--- src/rtl/piso_tx_if.sv ---
// Parallel-load handshake plus serial line outputs of the framed transmitter.
// The producer side drives the word; the transmitter side answers with ready/line/status.
interface piso_tx_if #(
  parameter int WIDTH = 4
);
  logic [WIDTH-1:0] pi;
  logic             load_valid;
  logic             load_ready;
  logic             so;
  logic             busy;
  logic             done;

  modport master (
    output pi,
    output load_valid,
    input  load_ready,
    input  so,
    input  busy,
    input  done
  );

  modport slave (
    input  pi,
    input  load_valid,
    output load_ready,
    output so,
    output busy,
    output done
  );
endinterface

--- src/rtl/piso_tx.sv ---
// Parallel-in, serial-out framed transmitter: start bit (0), WIDTH data bits, stop bit (1),
// each bit held CLKS_PER_BIT clocks. Word accepted through a valid/ready handshake in IDLE.
module piso_tx #(
  parameter int WIDTH        = 4,
  parameter int CLKS_PER_BIT = 1,
  parameter bit MSB_FIRST    = 1'b0
) (
  input  logic     clk,
  input  logic     rst,
  piso_tx_if.slave bus
);

  localparam int BAUD_W = (CLKS_PER_BIT > 1) ? $clog2(CLKS_PER_BIT) : 1;
  localparam int BIT_W  = (WIDTH > 1) ? $clog2(WIDTH) : 1;

  localparam logic [BAUD_W-1:0] BAUD_LAST = BAUD_W'(CLKS_PER_BIT - 1);
  localparam logic [BIT_W-1:0]  BIT_LAST  = BIT_W'(WIDTH - 1);

  typedef enum logic [1:0] {
    IDLE  = 2'd0,
    START = 2'd1,
    DATA  = 2'd2,
    STOP  = 2'd3
  } state_t;

  state_t            state_q, state_d;
  logic [WIDTH-1:0]  shreg_q, shreg_d;
  logic [BIT_W-1:0]  bit_cnt_q, bit_cnt_d;
  logic [BAUD_W-1:0] baud_cnt_q, baud_cnt_d;
  logic              so_q, so_d;
  logic              busy_q, busy_d;
  logic              done_q, done_d;

  logic              bit_end;
  logic [WIDTH-1:0]  shreg_next_bit;
  logic              first_bit;
  logic              shifted_bit;

  assign bit_end = (baud_cnt_q == BAUD_LAST);

  // Register after one bit period, and the bit that reaches the line from it.
  assign shreg_next_bit = MSB_FIRST ? (shreg_q << 1) : (shreg_q >> 1);
  assign first_bit      = MSB_FIRST ? shreg_q[WIDTH-1] : shreg_q[0];
  assign shifted_bit    = MSB_FIRST ? shreg_next_bit[WIDTH-1] : shreg_next_bit[0];

  // NOTE: sequential state is updated with non-blocking assignments only, so every
  // register samples the values from before this edge regardless of statement order.
  always_ff @(posedge clk or posedge rst) begin
    if (rst) begin
      state_q    <= IDLE;
      shreg_q    <= '0;
      bit_cnt_q  <= '0;
      baud_cnt_q <= '0;
      so_q       <= 1'b1;
      busy_q     <= 1'b0;
      done_q     <= 1'b0;
    end else begin
      state_q    <= state_d;
      shreg_q    <= shreg_d;
      bit_cnt_q  <= bit_cnt_d;
      baud_cnt_q <= baud_cnt_d;
      so_q       <= so_d;
      busy_q     <= busy_d;
      done_q     <= done_d;
    end
  end

  // NOTE: every signal written here gets a default first; a path that left one
  // unassigned would infer a latch.
  always_comb begin
    state_d    = state_q;
    shreg_d    = shreg_q;
    bit_cnt_d  = bit_cnt_q;
    baud_cnt_d = baud_cnt_q;
    so_d       = so_q;
    busy_d     = busy_q;
    done_d     = 1'b0;

    unique case (state_q)
      IDLE: begin
        so_d       = 1'b1;
        busy_d     = 1'b0;
        bit_cnt_d  = '0;
        baud_cnt_d = '0;
        if (bus.load_valid) begin
          shreg_d = bus.pi;
          state_d = START;
          so_d    = 1'b0;
          busy_d  = 1'b1;
        end
      end

      START: begin
        if (bit_end) begin
          state_d    = DATA;
          baud_cnt_d = '0;
          so_d       = first_bit;
        end else begin
          baud_cnt_d = baud_cnt_q + 1'b1;
        end
      end

      DATA: begin
        if (bit_end) begin
          baud_cnt_d = '0;
          shreg_d    = shreg_next_bit;
          if (bit_cnt_q == BIT_LAST) begin
            state_d   = STOP;
            bit_cnt_d = '0;
            so_d      = 1'b1;
          end else begin
            bit_cnt_d = bit_cnt_q + 1'b1;
            so_d      = shifted_bit;
          end
        end else begin
          baud_cnt_d = baud_cnt_q + 1'b1;
        end
      end

      STOP: begin
        so_d = 1'b1;
        if (bit_end) begin
          state_d    = IDLE;
          baud_cnt_d = '0;
          busy_d     = 1'b0;
          done_d     = 1'b1;
        end else begin
          baud_cnt_d = baud_cnt_q + 1'b1;
        end
      end

      default: begin
        state_d = IDLE;
      end
    endcase
  end

  // Ready follows state directly so a word can be taken in the cycle a frame completes.
  assign bus.load_ready = (state_q == IDLE);
  assign bus.so         = so_q;
  assign bus.busy       = busy_q;
  assign bus.done       = done_q;

endmodule

--- src/flat_wrapper.sv ---
// flat-port wrapper written by rule: the top's interface ports become plain ports
module piso_tx_flat 
#(
  parameter int WIDTH        = 4,
  parameter int CLKS_PER_BIT = 1,
  parameter bit MSB_FIRST    = 1'b0
)
  (clk, rst, bus_pi, bus_load_valid, bus_load_ready, bus_so, bus_busy, bus_done);
  piso_tx_if #(.WIDTH(WIDTH)) bus_i ();
  input  logic clk;
  input  logic rst;
  input wire logic [$bits(bus_i.pi)-1:0] bus_pi;
  input wire logic [$bits(bus_i.load_valid)-1:0] bus_load_valid;
  output wire logic [$bits(bus_i.load_ready)-1:0] bus_load_ready;
  output wire logic [$bits(bus_i.so)-1:0] bus_so;
  output wire logic [$bits(bus_i.busy)-1:0] bus_busy;
  output wire logic [$bits(bus_i.done)-1:0] bus_done;
  assign bus_i.pi = bus_pi;
  assign bus_i.load_valid = bus_load_valid;
  assign bus_load_ready = bus_i.load_ready;
  assign bus_so = bus_i.so;
  assign bus_busy = bus_i.busy;
  assign bus_done = bus_i.done;
  piso_tx #(.WIDTH(WIDTH), .CLKS_PER_BIT(CLKS_PER_BIT), .MSB_FIRST(MSB_FIRST)) u_core (.clk(clk), .rst(rst), .bus(bus_i));
endmodule
--- config.mk ---
export PLATFORM = sky130hd
export DESIGN_NAME = piso_tx_flat
export DESIGN_NICKNAME = d
export VERILOG_FILES = /design/src/rtl/piso_tx_if.sv /design/src/rtl/piso_tx.sv /design/src/flat_wrapper.sv
export SDC_FILE = /design/constraint.sdc
export NUM_CORES = 1
export LEC_CHECK = 0
export CORE_AREA = 2 2 39 41
export CTS_BUF_LIST = sky130_fd_sc_hd__clkbuf_2 sky130_fd_sc_hd__clkbuf_4 sky130_fd_sc_hd__clkbuf_8
export DETAILED_ROUTE_END_ITERATION = 12
export DIE_AREA = 0 0 41 43
export GPL_ROUTABILITY_DRIVEN = 0
export PLACE_DENSITY_LB_ADDON = 0.08
export REMOVE_ABC_BUFFERS = 1
export SLEW_MARGIN = 10
export SYNTH_ARGS = -nofsm -noshare
export SYNTH_HDL_FRONTEND = slang
export SYNTH_SLANG_ARGS = --single-unit
--- constraint.sdc ---
create_clock -name clk -period 2.1 [get_ports clk]
set_clock_uncertainty 0.2 [all_clocks]
set_input_delay 0.42 -clock clk [delete_from_list [all_inputs] [get_ports clk]]
set_output_delay 0.42 -clock clk [all_outputs]
set_load 0.005 [all_outputs]
==> results.sh <==
export IMPL_root_buffer="clkbuf_4"
export IMPL_synthArstFlopShare=1.00
export IMPL_cts_buffers=3
export IMPL_hold_path_class="in2async"
export IMPL_die_y_um=43
export IMPL_drt_total_wl_um=1150
export IMPL_h_tree_depth=1
export IMPL_fillerInstances=141
export IMPL_tightestPinTransition_ps=439
export IMPL_cp_max_fo=2
export IMPL_die_x_um=41
export IMPL_synth_seq_cells=11
export IMPL_synth_edf_count=0
export IMPL_setup_viol=0
export IMPL_mappedNetlistArea_um2=567
export IMPL_track_usage=0.176
export IMPL_crit_required_ps=1480
export IMPL_drive_gt1_frac=0.224
export IMPL_power_leakage_nw=0.332
export IMPL_power_density_nw_per_um2=1580
export IMPL_die_area_um2=1760
export IMPL_max_freq_mhz=490
export IMPL_critPathArrivalTime_ps=1420
export IMPL_initial_utilization=0.410
export IMPL_synth_ff_type="dfrtp_1"
export IMPL_crit_chain="inv_1 -> ha_1 -> clkdlybuf4s50_1"
export IMPL_grt_pass1_wl_um=2010
export IMPL_yosysMostFrequentCell="dfrtp_1"
export IMPL_detail_route_vias_per_cell=5.19
export IMPL_cp_start_kind="flip-flop"
export IMPL_clkSinkCount=11
export IMPL_rsz0062_at_grt="no"
export IMPL_post_cts_buffers=2
export IMPL_vias=431
export IMPL_setup_tns_ps=0
export IMPL_yosysTopAreaCell="dfrtp_1"
export IMPL_power_frac_comb=0.530
export IMPL_layout_worst_path_cycle_share=0.972
export IMPL_p_seq_frac=0.326
export IMPL_slew_viol_final=0
export IMPL_n_antenna_cell=0
export IMPL_status="complete, no violations"
export IMPL_synth_common_cells="dfrtp_1, inv_1, ha_1"
export IMPL_drcViolationCount=0
export IMPL_ys_top_cells_by_area="dfrtp_1, ha_1, dfstp_2"
export IMPL_synth_cell_type_count=22
export IMPL_io_pins=11
export IMPL_antenna_found_initial=0
export IMPL_yosysTopAreaCellShare=0.442
export IMPL_place_area_um2=687
export IMPL_p_sw_mw=0.412
export IMPL_postSynthCellCount=51
export IMPL_drtIter0Drc=3
export IMPL_io_buffer_count=10
export IMPL_path_clk_slew_ps=80
export IMPL_yosys_warnings=0
export IMPL_seq_area_frac_synth=0.488
export IMPL_clockPowerShare=0.144
export IMPL_fin_area_um2=732
export IMPL_maxCapViolations=0
export IMPL_hpwl_um=844
export IMPL_swShare=0.357
export IMPL_fin_nets=80
export IMPL_ir_worst_vdd_v=0.000749
export IMPL_slowest_delay_ps=500
export IMPL_cts_resized=0
export IMPL_grt_pass1_vias=449
export IMPL_grt_max_degree=14
export IMPL_insertion_delay_ps=280
export IMPL_critical_path_class="reg2out"
export IMPL_clockBufferDepth=2
export IMPL_wl_per_cell_um=13.9
export IMPL_fp_coreArea_um2=1380
export IMPL_rows=14
export IMPL_cts_hold_buf=0
export IMPL_endpoint_kind="output pin"
export IMPL_fin_crit_ps=2040
export IMPL_drtAntennaViolNets=0
export IMPL_grt_overflow=0
export IMPL_critPathSlowestCell="clkdlybuf4s50_1"
export IMPL_hold_viol_final=0
export IMPL_avgSynthCellArea_um2=11.1
export IMPL_areaGrowthSynthToFinish_pct=29.1
export IMPL_max_slew_margin=0.707
export IMPL_first_pass_iters=4
export IMPL_cts_tree="yes"
export IMPL_p_int_mw=0.742
sequential cells by signal, summed over array words and instances, names as in the netlist:
signal and flops:
u_core.bus.busy 1, u_core.state_q 2, u_core.shreg_q 4, u_core.bus.done 1, u_core.bus.so 1, u_core.bit_cnt_q 2
final cells by class:
| type | instances | area [um^2] | area share |
|---|---|---|---|
| Clock buffer | 4 | 30.0 | 0.0410 |
| Sequential cell | 11 | 277 | 0.378 |
| Inverter | 6 | 22.5 | 0.0308 |
| Timing Repair Buffer | 13 | 123 | 0.168 |
| Multi-Input combinational cell | 33 | 260 | 0.356 |
| Tap cell | 16 | 20.0 | 0.0274 |
logic make-up (layout without fill, tap and decap cells):
group                      Yosys count  after routing  synth area share
muxes                                1              1            0.0265
and+or+nand+nor                     14             14             0.128
DFF                                 11             11             0.488
AOI/OAI and AO/OA                   13             13             0.194
buffers and inverters                7             23            0.0530
adders and majority gates            5              5             0.110
stage by stage:
stage,utilization,power [mW],instances,setup WS (ps),hold WS (ps)
3_5_place_dp,0.496,0.970,77,147,279
6_report,0.529,1.15,83,59.1,240
4_1_cts,0.529,1.17,83,37.6,251
5_1_grt,0.529,1.25,83,16.7,294
3_3_place_gp,0.496,0.961,77,170,283
2_1_floorplan,-,0.766,50,424,71.7
metal layers:
layer | vias up | global-route usage | wire (um)
met5 | - | 0 | 0
met1 | 206 | 0.223 | 555
met4 | 0 | 0.140 | 40
met2 | 8 | 0.250 | 522
met3 | 5 | 0.0314 | 30
li1 | 212 | - | -
layout by cell type, fill, tap and decap left out:
master           instances
a211oi_1                 1
a21boi_0                 1
a21oi_2                  1
a22o_1                   1
and2b_1                  1
buf_4                    3
clkbuf_4                 4
clkdlybuf4s50_1         10
dfrtp_1                 10
dfstp_2                  1
ha_1                     5
inv_1                    6
mux2_4                   1
nand2_1                  3
nand2_2                  1
nand2b_1                 3
nand3_1                  1
nor2_1                   3
o21ai_0                  3
o221a_1                  1
o221a_2                  2
o22a_2                   2
o32ai_1                  1
or3_1                    2
critical path: cells and delay by family, from the launching register on:
family	cells	cell delay [ps]
buffers and inverters	2	580
DFF	1	400
adders and majority gates	1	160
final timing paths:
path | start | to | slack [ps] | cells after the start
max | u_core.state_q[1] | bus_load_ready | 60 | 3
min | rst | u_core.shreg_q[1] | 240 | 2
max reg2reg | u_core.state_q[1] | u_core.shreg_q[0] | 310 | 5
min reg2reg | u_core.bus.busy | u_core.bus.busy | 300 | 2
max in group asynchronous | rst | u_core.bus.so | 1120 | 2
min in group clk | u_core.bus.busy | u_core.bus.busy | 300 | 2
power groups by stage:
stage                     Sequential, mW  Combinational [mW]  Clock (mW)
after detailed placement           0.392               0.579           0
after global routing               0.386               0.686       0.177
after global placement             0.390               0.571           0
after floorplan                    0.380               0.386           0
after CTS                          0.377               0.618       0.172
final                              0.377               0.612       0.166
Note: power is estimated with default switching activity, not from simulation.
